===== config.mk =====
export PLATFORM = sky130hd
export DESIGN_NAME = ulx3s_clk_sequencer
export DESIGN_NICKNAME = d
export VERILOG_FILES = /design/src/rtl/ulx3s_clk_sequencer.sv
export SDC_FILE = /design/constraint.sdc
export NUM_CORES = 1
export LEC_CHECK = 0
export CAP_MARGIN = 20
export CORE_AREA = 2 2 91 93
export CTS_CLUSTER_SIZE = 24
export DETAILED_ROUTE_END_ITERATION = 7
export DIE_AREA = 0 0 93 95
export GPL_TIMING_DRIVEN = 0
export PLACE_DENSITY = 0.69
export SLEW_MARGIN = 40
export SYNTH_ARGS = -nofsm -noshare
export SYNTH_HDL_FRONTEND = slang
export SYNTH_SLANG_ARGS = --single-unit

===== constraint.sdc =====
create_clock -name clkin -period 3.5 [get_ports clkin]
set_clock_uncertainty 0.1 [all_clocks]
set_input_delay 0.35 -clock clkin [delete_from_list [all_inputs] [get_ports clkin]]
set_output_delay 0.35 -clock clkin [all_outputs]
set_load 0.02 [all_outputs]

===== src/rtl/ulx3s_clk_sequencer.sv =====
// PLL-lock gated reset sequencer with staggered per-domain release and clock-enable dividers.
// Define CLKSEQ_LOSS_COUNT_EN to add the saturating 8-bit loss_count output.
module ulx3s_clk_sequencer #(
  parameter int CHANNELS    = 4,
  parameter int DIV_W       = 8,
  parameter int LOCK_FILTER = 16,
  parameter int STAGGER     = 4
) (
  input  logic                      clkin,
  input  logic                      reset_n,
  input  logic                      pll_locked,
  input  logic [CHANNELS*DIV_W-1:0] div,
  output logic [CHANNELS-1:0]       rst_out,
  output logic [CHANNELS-1:0]       ce,
`ifdef CLKSEQ_LOSS_COUNT_EN
  output logic [7:0]                loss_count,
`endif
  output logic                      ready
);

  localparam int FCW = $clog2(LOCK_FILTER + 1);
  localparam int SCW = $clog2(STAGGER + 1);
  localparam int IW  = (CHANNELS > 1) ? $clog2(CHANNELS) : 1;

  localparam logic [FCW-1:0] FLAST = FCW'(LOCK_FILTER - 1);
  localparam logic [SCW-1:0] SLAST = SCW'(STAGGER - 1);
  localparam logic [IW-1:0]  ILAST = IW'(CHANNELS - 1);

  typedef enum logic [1:0] {
    ST_WAIT,
    ST_FILTER,
    ST_STAGGER,
    ST_RUN
  } state_t;

  state_t               state;
  logic                 sync_meta;
  logic                 sync_lock;
  logic [FCW-1:0]       fcnt;
  logic [SCW-1:0]       scnt;
  logic [IW-1:0]        idx;
  logic                 lost;
  logic [CHANNELS-1:0]  rel;
  logic [CHANNELS-1:0]  run;
  logic [DIV_W-1:0]     cnt [CHANNELS];

  always_ff @(posedge clkin or negedge reset_n) begin
    if (!reset_n) begin
      sync_meta <= 1'b0;
      sync_lock <= 1'b0;
    end else begin
      sync_meta <= pll_locked;
      sync_lock <= sync_meta;
    end
  end

  // rel marks channels leaving reset on this edge so dividers start in step
  always_comb begin
    lost = (state != ST_WAIT) && !sync_lock;
    rel  = '0;
    if (sync_lock) begin
      case (state)
        ST_WAIT:    rel[0] = (LOCK_FILTER == 1);
        ST_FILTER:  rel[0] = (fcnt == FLAST);
        ST_STAGGER: rel[idx] = (scnt == SLAST);
        default:    rel = '0;
      endcase
    end
    run = lost ? '0 : (~rst_out | rel);
  end

  always_ff @(posedge clkin or negedge reset_n) begin
    if (!reset_n) begin
      state   <= ST_WAIT;
      fcnt    <= '0;
      scnt    <= '0;
      idx     <= '0;
      rst_out <= '1;
      ready   <= 1'b0;
    end else if (lost) begin
      state   <= ST_WAIT;
      fcnt    <= '0;
      scnt    <= '0;
      idx     <= '0;
      rst_out <= '1;
      ready   <= 1'b0;
    end else begin
      case (state)
        ST_WAIT, ST_FILTER: begin
          if (rel[0]) begin
            rst_out[0] <= 1'b0;
            idx        <= IW'(1);
            scnt       <= '0;
            fcnt       <= FCW'(LOCK_FILTER);
            if (CHANNELS == 1) begin
              ready <= 1'b1;
              state <= ST_RUN;
            end else begin
              state <= ST_STAGGER;
            end
          end else if (state == ST_FILTER) begin
            fcnt <= fcnt + 1'b1;
          end else if (sync_lock) begin
            fcnt  <= FCW'(1);
            state <= ST_FILTER;
          end
        end
        ST_STAGGER: begin
          if (scnt == SLAST) begin
            scnt         <= '0;
            rst_out[idx] <= 1'b0;
            idx          <= idx + 1'b1;
            if (idx == ILAST) begin
              ready <= 1'b1;
              state <= ST_RUN;
            end
          end else begin
            scnt <= scnt + 1'b1;
          end
        end
        default: state <= ST_RUN;
      endcase
    end
  end

  always_ff @(posedge clkin or negedge reset_n) begin
    if (!reset_n) begin
      ce <= '0;
      for (int k = 0; k < CHANNELS; k++) cnt[k] <= '0;
    end else begin
      for (int k = 0; k < CHANNELS; k++) begin
        if (!run[k]) begin
          cnt[k] <= '0;
          ce[k]  <= 1'b0;
        end else if (cnt[k] >= div[k*DIV_W +: DIV_W]) begin
          cnt[k] <= '0;
          ce[k]  <= 1'b1;
        end else begin
          cnt[k] <= cnt[k] + 1'b1;
          ce[k]  <= 1'b0;
        end
      end
    end
  end

`ifdef CLKSEQ_LOSS_COUNT_EN
  always_ff @(posedge clkin or negedge reset_n) begin
    if (!reset_n) begin
      loss_count <= '0;
    end else if (lost && loss_count != 8'hFF) begin
      loss_count <= loss_count + 1'b1;
    end
  end
`endif

endmodule

# ---- After elaboration in Yosys (flattened, before gate mapping)
# Cells that the tools add are included.
dict set report word_totals {
  ff_bits 55
  wordCells 111
  out_inout_bits 9
}
dict set report op_classes {
  reduce_logical 18
  bitwise 5
  n_eq_ne 10
  n_mux 51
  n_lt_le_gt_ge 6
  addsub 7
}
# operator count
set ops {}
lappend ops {{2-to-1 mux 8 bit} 8}
lappend ops {{adder 8 x 1 -> 8 bit (second input constant)} 4}
lappend ops {{greater-or-equal comparator 8 bit} 4}
lappend ops {{2-to-1 mux 5 bit} 5}
lappend ops {{2-to-1 mux 2 bit} 9}
lappend ops {{2-to-1 mux 4 bit} 4}
lappend ops {{2-to-1 mux 3 bit} 5}
lappend ops {{2-to-1 mux 1 bit} 14}
lappend ops {{nonzero test 2 bit} 5}
lappend ops {{inequality test 3 bit (second input constant)} 3}
lappend ops {{AND 4 bit} 2}
lappend ops {{inequality test 4 bit (second input constant)} 2}
lappend ops {{NOT 4 bit} 2}
lappend ops {{one-hot mux 2 bit (2 select lines)} 2}
lappend ops {{one-hot mux 3 bit (2 select lines)} 1}
lappend ops {{AND reduction 2 bit} 3}
lappend ops {{AND reduction 3 bit} 2}
lappend ops {{adder 5 x 1 -> 5 bit (second input constant)} 1}
lappend ops {{equality test 5 x 4 -> 1 bit (second input constant)} 1}
lappend ops {{equality test 2 bit (second input constant)} 2}
lappend ops {{bitwise OR 4 bit} 1}
lappend ops {{one-hot mux 1 bit (2 select lines)} 2}
lappend ops {{AND reduction 4 bit} 1}
lappend ops {{nonzero test 4 bit} 1}
lappend ops {{12 further kinds} 13}

# ---- Depth between registers and ports, before layout
# Gate-level depths: netlist of run 1.
dict set report depth {
  ltp_word 10
  ltp_mapped 8
}

# ---- Worst setup path before layout of run 1
# No wires, ideal clock.
dict set report synth_timing {
  kind {register -> register}
  from {reg fcnt[0]}
  to {reg cnt[26] (netlist bit)}
  path_buffers 1
  path_stages_with_launch 9
  setup_slack_ns 1.681
  period_less_slack_ns 1.819
  t_arrival_ns 1.577
  required_time_ns 3.258
  setup_time_ns 0.142
  cell_sequence {dfrtp_1 -> ha_1 -> and3_1 -> ha_1 -> nand2_1 -> a21o_1 -> a21o_1 -> buf_2 -> nor3_2}
}
dict set report synth_via {
  elab_chain_cells 6
}
# item line_no
set synth_rtl {}
lappend synth_rtl {{start: declaration} 39} ;# logic [FCW-1:0] fcnt;
lappend synth_rtl {{start signal: assignment} 94} ;# fcnt <= FCW'(LOCK_FILTER);
lappend synth_rtl {{start signal: assignment} 102} ;# fcnt <= fcnt + 1'b1;
lappend synth_rtl {{equality test 5 x 4 -> 1 bit} 64} ;# ST_FILTER: rel[0] = (fcnt == FLAST);
lappend synth_rtl {{one-hot mux 1 bit (2 select lines)} 62} ;# case (state)
lappend synth_rtl {{2-to-1 mux 4 bit} 61} ;# if (sync_lock) begin
lappend synth_rtl {{bitwise OR 4 bit} 69} ;# run = lost ? '0 : (~rst_out | rel);
lappend synth_rtl {{2-to-1 mux 4 bit} 69}
lappend synth_rtl {{2-to-1 mux 8 bit} 132} ;# if (!run[k]) begin
lappend synth_rtl {{end signal: indexed assignment} 139} ;# cnt[k] <= cnt[k] + 1'b1;
lappend synth_rtl {{end: declaration} 45} ;# logic [DIV_W-1:0] cnt [CHANNELS];
# Every way passes these cells.
# A chain may end at the register's enable or synchronous reset.

# ---- Worst setup path in the final report of run 1
dict set report layout_timing {
  from {reg state[1]}
  to {reg scnt[0]}
}
dict set report layout_via {
  elab_chain_cells 5
  elab_cells_between_ends 13
}
# item line_no
set layout_rtl {}
lappend layout_rtl {{start: declaration} 36} ;# state_t state;
lappend layout_rtl {{start signal: assignment} 74} ;# state <= ST_WAIT;
lappend layout_rtl {{start signal: assignment} 81} ;# state <= ST_WAIT;
lappend layout_rtl {{start signal: assignment} 97} ;# state <= ST_RUN;
lappend layout_rtl {{equality test 2 bit or equality test 2 x 1 -> 1 bit (tied branches)} {62, 88}}
lappend layout_rtl {{one-hot mux 1 bit (2 select lines)} 62}
lappend layout_rtl {{2-to-1 mux 4 bit} 61}
lappend layout_rtl {{inequality test 3 bit (no source line)} --}
lappend layout_rtl {{AND reduction 2 bit (no source line)} --}
lappend layout_rtl {{end signal: assignment} 118} ;# scnt <= scnt + 1'b1;
lappend layout_rtl {{end: declaration} 40} ;# logic [SCW-1:0] scnt;
# Several ways; a longest one is shown, not always the timed one.

==> results of run 1 <==
## worst max-delay path by stage
| stage | cells after the start | slack, ps | endpoint |
|---|---|---|---|
| after floorplan | 8 | 1680 | cnt[26] |
| after global placement | 1 | 340 | cnt[23] |
| after detailed placement | 7 | 1160 | cnt[31] |
| after CTS | 7 | 1390 | scnt[0] |
| after global routing | 7 | 1190 | scnt[0] |
| final | 7 | 1360 | scnt[0] |
## layer usage
layer | routed length, um | share of wire | global-route usage
met5 | 0 | 0 | 0
met2 | 3320 | 0.50 | 0.303
met4 | 81 | 0.012 | 0.0490
met1 | 3110 | 0.46 | 0.197
met3 | 184 | 0.027 | 0.0279
## layout make-up
class,instances,area share
inverters,40,0.0341
multi-input cells,281,0.489
repair buffers,45,0.104
well taps,105,0.0298
plain buffers,5,0.00682
flip-flops and latches,55,0.314
clock buffers,8,0.0227
## layout by cell type (no fill, tap or decap), types with 4 or more instances in the layout
master,instances
nor2_1,28
o21ai_1,5
a21oi_1,12
ha_1,47
dfstp_2,4
a21o_1,10
nor3b_2,9
xnor2_1,17
o31ai_4,4
clkdlybuf4s50_1,42
clkbuf_8,7
nand2_1,39
nand2b_1,10
nor3_2,8
or3_1,4
o21a_1,6
dfrtp_1,51
xor2_1,7
nand3_1,22
and3_1,7
inv_1,39
a21oi_2,4
## through the flow
| step | hold WS (ps) | utilization | cell area [sq um] | total power [mW] | setup WS, ps |
|---|---|---|---|---|---|
| floorplan | -45.6 | - | 3710 | 1.19 | 1680 |
| global placement | 231 | 0.539 | 4270 | 1.34 | 342 |
| detailed placement | 202 | 0.541 | 4290 | 1.36 | 1160 |
| CTS | 261 | 0.555 | 4400 | 1.75 | 1390 |
| global route | 282 | 0.555 | 4400 | 1.85 | 1190 |
| finish | 253 | 0.555 | 4400 | 1.73 | 1360 |
## registers in the layout, indices dropped and copies added (netlist names)
signal / cells
fcnt: 5
rst_out: 4
scnt: 3
idx: 2
state: 2
ready: 1
cnt: 32
sync_meta: 1
sync_lock: 1
ce: 4
## where the power goes
part           total, mW  switching, mW  internal [mW]
Sequential         0.756         0.0624          0.693
Clock              0.374          0.193          0.181
Combinational      0.597          0.339          0.259
Total               1.73          0.594           1.13
## cell families after synthesis
logic type	Yosys count
XOR/XNOR	24
multiplexers	2
adder cells (fa/ha/maj)	47
buffers and inverters	45
AND/OR/NAND/NOR	146
AO/OA/AOI/OAI	62
flip-flops	55
## timing repair
item,4_1_cts,5_1_grt
hold buffers,1,0
setup endpoints to repair,0,0
endpoints found under the hold margin,24,0
==> summary.md, run 1 <==
| Metric | Value |
|---|---|
| Asr flop ratio synth | 1.00 |
| Total clock buffers created by CTS | 5 |
| Root cell of the clock tree | clkbuf_8 |
| Post-synth EDFFs | 0 |
| CTS tree | done |
| Fmax | 466 MHz |
| Critical path's slowest cell | dfrtp_1 |
| Worst-Margin Slew | 586 ps |
| CP cell instances | inv_1 -> ha_1 -> buf_2 -> nor2_1 -> nand3_1 -> nand2_2 -> mux2_1 |
| WP buf/inv | 2 |
| Initial drt markers | 71 |
| Power Density | 392 nW/um^2 |
| GRT Total Usage | 0.165 |
| RR Endpoint | scnt[0] |
| Cell Area, Synth | 3710 sq um |
| # rows | 33 |
| Max-Cap Viols | 0 |
| Vias in the first global route | 2776 |
| Adder-Cell Fraction of Synth Area | 0.158 |
| Type of the worst min-delay path | flip-flop to flip-flop |
| I/O Buffers | 43 |
| Cell family with most CP delay | simple AND/OR/NAND/NOR gates |
| Total routed wirelength | 6700 um |
| Main flop type after synthesis | dfrtp_1 |
| CP Class | flip-flop to flip-flop |
| Largest stage delay, worst path | 450 ps |
| Post_cts resized | 0 |
| Hpwl dp | 5230 um |
| Drc violations | 0 |
| FF+latch count, synth | 55 |
| Antenna viol nets, final | 0 |
| Setup violators final | 0 |
| Clock buffer depth | 2 |
| Hold Vio Cnt, Final | 0 |
| Largest net degree at the start of global routing | 30 |
| Top-count cell post-synth | dfrtp_1 |
| Peak supply drop | 0.251 mV |
| Sequential area share after synthesis | 0.372 |
| Mean Syn Cell Area | 9.74 sq um |
| Total grt overflow | 0 |
| Post-Syn Instances | 381 |
| CP endpoint kind | flip-flop |
| Gp weighted congestion | 0.860 |
| Reg clk slew, reported paths | 90 ps |
| WL/cell | 12.4 um |
| Post-CTS setup buffers | 0 |
| Largest family of logic cells by synthesized area | simple AND/OR/NAND/NOR gates |
| Synth top cells by count | dfrtp_1, ha_1, inv_1, nand2_1, nor2_1 |
| Fin nets | 515 |
| Hold Path End | sync_lock |
| Status | completed |
| Die W | 93 um |
| Initial Utilization | 0.468 |
| Die area | 8840 sq um |
| Flip-flop and latch area | 1380 sq um |
| Top cell type by total area after synthesis | dfrtp_1 |
| First-pass GRT wire length | 11900 um |
| CTS sink cnt | 55 |
| Required @ worst endpoint | 3590 ps |
| Complex-gate fraction of the synthesized area | 0.138 |
| Footprint of the multi-input gates | 2150 sq um |
| Via count | 2746 |
| R2r startpoint | state[1] |
| Core Region | 7930 sq um |
| Leakage | 2.11 nW |
| Netlist cell types | 48 |
| Non-Filler Instances | 539 |
| Clk_lat worst skew | 310 ps |
| Area share of the leading cell type in the synthesized netlist | 0.344 |
| Net Count, Synth | 463 |
| # H-tree levels | 2 |
| Initial antenna violation count | 0 |
| Post-route clock period utilization | 0.613 |
| Antenna Cells | 0 |
| Slew headroom | 0.607 |
| Final count of pins violating max slew | 0 |
| XOR/XNOR Fraction of Synth Area | 0.0566 |
| Synth area leaders | dfrtp_1, ha_1, xnor2_1, inv_1, nand2_1 |
| Critical Path AT | 2230 ps |
| Hold_sp | sync_meta |
| RSZ-0062 raised after global routing | no |
| TNS Setup | 0 ps |
| Final-layout fill cell count | 722 |
| Reg2reg setup slack | 1360 ps |
| Vias per std cell | 5.09 |
| Num ports | 44 |
| Dpl cells | 530 |
| Chip height | 95 um |
| P&R area growth vs syn | 18.6% |
| Multiplexer share of the synthesized area | 0.00607 |
| Yosys warnings | 0 |
| Post-Synth Simple-Gate Area | 0.220 |
| Share of layout cells above drive strength 1 | 0.122 |
| R2R cell count | 7 |
| Hold depth | 0 |
| Worst setup path start | state[1] |
| CP Max Fanout | 8 |
| Type of origin of the critical path | flip-flop |
| TritonRoute pass-1 iters | 4 |
| Tmin final | 2140 ps |
(Power assumes the default switching activity.)
==> inputs of run 2 (changes only) <==
--- a/config.mk
+++ b/config.mk
@@ -11,7 +11,7 @@
 export DETAILED_ROUTE_END_ITERATION = 7
 export DIE_AREA = 0 0 93 95
 export GPL_TIMING_DRIVEN = 0
-export PLACE_DENSITY = 0.69
+export PLACE_DENSITY = 0.72
 export SLEW_MARGIN = 40
 export SYNTH_ARGS = -nofsm -noshare
 export SYNTH_HDL_FRONTEND = slang
==> constraint.sdc (replaced) <==
create_clock -name clkin -period 1.88 [get_ports clkin]
set_clock_uncertainty 0.1 [all_clocks]
set_input_delay 0.188 -clock clkin [delete_from_list [all_inputs] [get_ports clkin]]
set_output_delay 0.188 -clock clkin [all_outputs]
set_load 0.02 [all_outputs]
==> run 2 against run 1 <==
Against the previous run: die area unchanged; maximum frequency up 16%; hold slack worse by 95 ps; via count up 10%; total power up 120%; clock power up 84%; sequential cell count unchanged; cell count up 7.1%; wire length up 17%; global-route usage up 1.6 points; combinational power rose to 2.9 times the previous value; critical endpoint unchanged.
==> summary.md, run 2 (same netlist as run 1, synthesis figures left out) <==
| Metric | Value |
|---|---|
| Most common cell after layout, fill and taps aside | dfrtp_1 |
| Max-Cap Viols | 0 |
| Hold Vio Cnt, Final | 0 |
| Critical Path AT | 1960 ps |
| Initial Utilization | 0.468 |
| Chip height | 95 um |
| Largest regs | cnt: 32 flops, fcnt: 5 flops |
| CP endpoint kind | flip-flop |
| First-pass GRT wire length | 12900 um |
| Required @ worst endpoint | 1990 ps |
| Place WS | -274 ps |
| WP buf/inv | 2 |
| P&R area growth vs syn | 32.7% |
| Num ports | 44 |
| Hpwl dp | 5190 um |
| GRT Total Usage | 0.180 |
| Status | completed |
| CP cell instances | buf_4 -> ha_1 -> buf_6 -> a21o_1 -> o211ai_2 -> nand2_2 -> mux2_1 |
| CTS tree | done |
| I/O Buffers | 43 |
| Antenna viol nets, final | 0 |
| TNS Setup | 0 ps |
| Worst Slack Setup Final | 24.3 ps |
| Total grt overflow | 0 |
| Critical path's slowest cell | dfrtp_1 |
| Antenna Cells | 0 |
| Core Region | 7930 sq um |
| Vias per std cell | 5.24 |
| RSZ-0062 raised after global routing | yes |
| Die W | 93 um |
| Final Util | 0.622 |
| Power Density | 768 nW/um^2 |
| Slew headroom | 0.691 |
| Vias in the first global route | 2965 |
| Gp weighted congestion | 0.801 |
| Total clock buffers created by CTS | 5 |
| Biggest register | cnt |
| # H-tree levels | 2 |
| Initial drt markers | 125 |
| TritonRoute pass-1 iters | 6 |
| # rows | 33 |
| Clock buffer depth | 2 |
| Worst-Margin Slew | 464 ps |
| Leakage | 2.30 nW |
| Type of the worst min-delay path | primary input to asynchronous set/reset pin |
| CP Max Fanout | 8 |
| Initial antenna violation count | 0 |
| Cell family with most CP delay | flip-flops |
| Root cell of the clock tree | clkbuf_8 |
| Tmin final | 1860 ps |
| Most frequent cells in the layout | dfrtp_1, clkdlybuf4s50_1, ha_1 |
| Footprint of the multi-input gates | 2390 sq um |
| Setup violators final | 0 |
| Largest stage delay, worst path | 420 ps |
| Hold Slack | 158 ps |
| WL/cell | 13.6 um |
| Total routed wirelength | 7830 um |
| Finished Cell Area | 4930 sq um |
| Via count | 3021 |
| Fmax | 539 MHz |
| Peak supply drop | 0.447 mV |
| Post-route clock period utilization | 0.987 |
| Share of layout cells above drive strength 1 | 0.263 |
| Largest net degree at the start of global routing | 43 |
| CP Class | flip-flop to flip-flop |
| Fin nets | 553 |
| Drc violations | 0 |
| CTS sink cnt | 55 |
| Final-layout fill cell count | 652 |
| Die area | 8840 sq um |
| Reg clk slew, reported paths | 100 ps |
| Clk_lat worst skew | 320 ps |
| Placed cell areas | 4290 sq um |
| Type of origin of the critical path | flip-flop |
| Final count of pins violating max slew | 0 |
| Max FFs per register | 32 |
| Flip-flop and latch area | 1380 sq um |
run 2: cell count changes in the layout (fill, tap and decap cells not counted), sizes merged:
cell / previous run / this run
buf: 7 / 41
o31ai: 4 / 7
clkbuf: 8 / 7
clkinv: 0 / 1
inv: 40 / 41
run 2: metrics by stage:
stage                     cells  total power, mW
final                       577             3.79
after global placement      529             2.49
after detailed placement    530             2.54
after global routing        577             4.03
after floorplan             381             2.22
after CTS                   559             3.62
run 2: worst paths after layout:
check / start / endpoint / slack [ps] / depth (start not counted)
min in group clkin: pll_locked / sync_meta / 200 / 1
hold / removal: reset_n / ce[0] / 160 / 2
setup reg to reg: state[0] / scnt[0] / 20 / 7
max in group asynchronous: reset_n / rst_out[0] / 980 / 3
setup / recovery: state[0] / scnt[0] / 20 / 7
hold reg to reg: sync_meta / sync_lock / 270 / 0
run 2: cell type report:
class / instances / area share
Multi-Input combinational cell: 284 / 0.486
Sequential cell: 55 / 0.281
Timing Repair Buffer: 80 / 0.147
Inverter: 40 / 0.0305
Tap cell: 105 / 0.0267
Clock buffer: 6 / 0.0168
Buffer: 5 / 0.00990
Clock inverter: 2 / 0.00279
run 2: timing repair:
item / CTS / global route
pin swaps: 6 / 20
endpoints found under the hold margin: 51 / 0
gates cloned: 2 / 2
setup buffers: 18 / 16
hold buffers: 1 / 0
gates resized for setup: 24 / 29
endpoints found under the setup margin: 49 / 46
run 2: per-layer routing:
| layer | global-route usage | share of wire | vias up |
|---|---|---|---|
| met5 | 0 | 0 | - |
| met4 | 0.0527 | 0.015 | 0 |
| met3 | 0.0295 | 0.026 | 13 |
| met2 | 0.333 | 0.52 | 46 |
| met1 | 0.216 | 0.44 | 1463 |
| li1 | - | - | 1499 |
run 2: power breakdown:
group	leakage (nW)	internal, mW	total [mW]	switching (mW)
Sequential	0.735	1.29	1.39	0.0974
Clock	0.0516	0.302	0.690	0.388
Combinational	1.52	0.862	1.71	0.845
Total	2.30	2.46	3.79	1.33
==> inputs of run 3 (changes only) <==
--- a/config.mk
+++ b/config.mk
@@ -5,11 +5,12 @@
 export SDC_FILE = /design/constraint.sdc
 export NUM_CORES = 1
 export LEC_CHECK = 0
+export ABC_AREA = 1
 export CAP_MARGIN = 20
-export CORE_AREA = 2 2 91 93
+export CORE_AREA = 2 2 92 94
 export CTS_CLUSTER_SIZE = 24
 export DETAILED_ROUTE_END_ITERATION = 7
-export DIE_AREA = 0 0 93 95
+export DIE_AREA = 0 0 94 96
 export GPL_TIMING_DRIVEN = 0
 export PLACE_DENSITY = 0.72
 export SLEW_MARGIN = 40
==> run 3 against run 2 <==
Against the previous run: utilization decreased by 5.4 points; register-to-register slack improved by 96 ps; hold slack improved by 41 ps; cell count increased by 13%; sequential cell count unchanged.
==> summary.md, run 3 <==
| Metric | Value |
|---|---|
| Antenna Cells | 0 |
| WL/cell | 11.1 um |
| Drc violations | 0 |
| # H-tree levels | 2 |
| Dpl cells | 637 |
| Tmin final | 1820 ps |
| Finished Cell Area | 4570 sq um |
| CP Max Fanout | 5 |
| Leakage | 2.55 nW |
| P&R area growth vs syn | 21.3% |
| Asr flop ratio synth | 1.00 |
| CP endpoint kind | output port |
| Gp weighted congestion | 0.818 |
| Slew headroom | 0.746 |
| Adder-Cell Fraction of Synth Area | 0.156 |
| Yosys warnings | 0 |
| Largest net degree at the start of global routing | 36 |
| Area share of the leading cell type in the synthesized netlist | 0.339 |
| Placed cell areas | 4350 sq um |
| Net Count, Synth | 570 |
| First-pass GRT wire length | 12800 um |
| Initial drt markers | 122 |
| WP buf/inv | 1 |
| Hpwl dp | 5500 um |
| Top-count cell post-synth | nand2_1 |
| Largest regs | cnt: 32 flops, fcnt: 5 flops |
| Required @ worst endpoint | 1590 ps |
| Most frequent cells in the layout | nand2_1, inv_1, nor2_1 |
| FF+latch count, synth | 55 |
| TritonRoute pass-1 iters | 4 |
| Largest family of logic cells by synthesized area | simple AND/OR/NAND/NOR gates |
| Clock buffer depth | 2 |
| Final Util | 0.567 |
| Clock Power Share | 0.203 |
| Max FFs per register | 32 |
| Setup violators final | 0 |
| Worst Slack Setup Final | 62.7 ps |
| Vias in the first global route | 3094 |
| Cell Area, Synth | 3770 sq um |
| Final-layout fill cell count | 736 |
| Max-Cap Viols | 0 |
| Share of layout cells above drive strength 1 | 0.0952 |
| Antenna viol nets, final | 0 |
| Seq pwr share | 0.400 |
| GRT Total Usage | 0.171 |
| Power Density | 843 nW/um^2 |
| Synth top cells by count | nand2_1, inv_1, nor2_1 |
| Chip height | 96 um |
| Power Total | 3.85 mW |
| CP cell instances | clkdlybuf4s50_1 |
| Synth area leaders | dfrtp_1, ha_1, nand2_1, inv_1, nor2_1 |
| CP Class | flip-flop to output port |
| Fmax | 550 MHz |
| Post-synth EDFFs | 0 |
| Complex-gate fraction of the synthesized area | 0.0707 |
| Main flop type after synthesis | dfrtp_1 |
| Num ports | 44 |
| RR Endpoint | cnt[27] |
| Biggest register | cnt |
| Core Region | 8050 sq um |
| Hold Vio Cnt, Final | 0 |
| Initial antenna violation count | 0 |
| Top cell type by total area after synthesis | dfrtp_1 |
| Via count | 3202 |
| Type of origin of the critical path | flip-flop |
| Place WS | -123 ps |
| Reg2reg setup slack | 120 ps |
| XOR/XNOR Fraction of Synth Area | 0.0279 |
| Hold Slack | 199 ps |
| Post-Syn Instances | 488 |
| Root cell of the clock tree | clkbuf_8 |
| Power Internal | 2.39 mW |
| Combinational power share | 0.397 |
| Vias per std cell | 4.92 |
| Total routed wirelength | 7190 um |
| Post-route clock period utilization | 0.967 |
| CTS sink cnt | 55 |
| Critical Path AT | 1530 ps |
| TNS Setup | 0 ps |
| Critical path's slowest cell | clkdlybuf4s50_1 |
| CTS tree | done |
| Die W | 94 um |
| Most common cell after layout, fill and taps aside | nand2_1 |
| Clk_lat worst skew | 300 ps |
| Netlist cell types | 33 |
| Cell depth of the worst setup path | 1 |
| Final count of pins violating max slew | 0 |
| Reg clk slew, reported paths | 100 ps |
| Total clock buffers created by CTS | 5 |
| Peak supply drop | 0.644 mV |
| Multiplexer share of the synthesized area | 0 |
| Mean Syn Cell Area | 7.72 sq um |
| Status | completed |
| R2r startpoint | fcnt[1] |
| # rows | 33 |
| Non-Filler Instances | 651 |
| Worst-Margin Slew | 380 ps |
| Die area | 9020 sq um |
| RSZ-0062 raised after global routing | yes |
| Total grt overflow | 0 |
| R2R cell count | 10 |
| I/O Buffers | 43 |
| Fin nets | 627 |
| Psw | 1.46 mW |
| Post-Synth Simple-Gate Area | 0.275 |
| Cell family with most CP delay | buffers and inverters |
| Sw Share | 0.380 |
| Sequential area share after synthesis | 0.367 |
| Initial Utilization | 0.468 |
| Type of the worst min-delay path | primary input to asynchronous set/reset pin |
| Largest stage delay, worst path | 620 ps |
-- run 3: cell type report --
class | count | area [sq um] | share of cell area
repair buffers | 50 | 495 | 0.108
flip-flops and latches | 55 | 1380 | 0.303
plain buffers | 3 | 30.0 | 0.00657
clock inverters | 2 | 38.8 | 0.00849
multi-input cells | 335 | 2060 | 0.450
clock buffers | 6 | 72.6 | 0.0159
inverters | 95 | 359 | 0.0786
well taps | 105 | 131 | 0.0288
-- run 3: cells by family (layout without fill, tap and decap cells) --
family,after synthesis,count (layout)
compound gates,42,42
xor+xnor,12,12
fa+ha+maj,47,47
buf+inv,98,156
flops,55,55
simple gates,234,234
-- run 3: timing repair --
action	CTS	global route
endpoints found under the setup margin	0	39
gates resized for setup	0	17
hold endpoints to repair	52	0
buffers inserted	0	5
hold buffers	1	0
-- run 3: worst max-delay path by stage --
stage,startpoint,endpoint,slack [ps]
CTS,state[0],idx[0],40
floorplan,state[0],rst_out[0],260
global route,fcnt[0],cnt[27],-10
finish,rst_out[0],rst_out[0],60
global placement,reset_n,cnt[15],-1160
detailed placement,div[7],ce[0],-120
-- run 3: power by group through the flow --
stage,combinational [mW],sequential [mW],clock (mW)
6_report,1.53,1.54,0.781
3_5_place_dp,1.40,1.56,0
3_3_place_gp,1.36,1.55,0
5_1_grt,1.75,1.56,0.841
2_1_floorplan,0.980,1.56,0
4_1_cts,1.41,1.54,0.808
-- run 3: routing by layer --
layer,up-vias,routed length (um),GRT usage
li1,1660,-,-
met1,1477,3270,0.211
met2,54,3580,0.315
met3,11,233,0.0227
met4,0,104,0.0471
met5,-,0,0
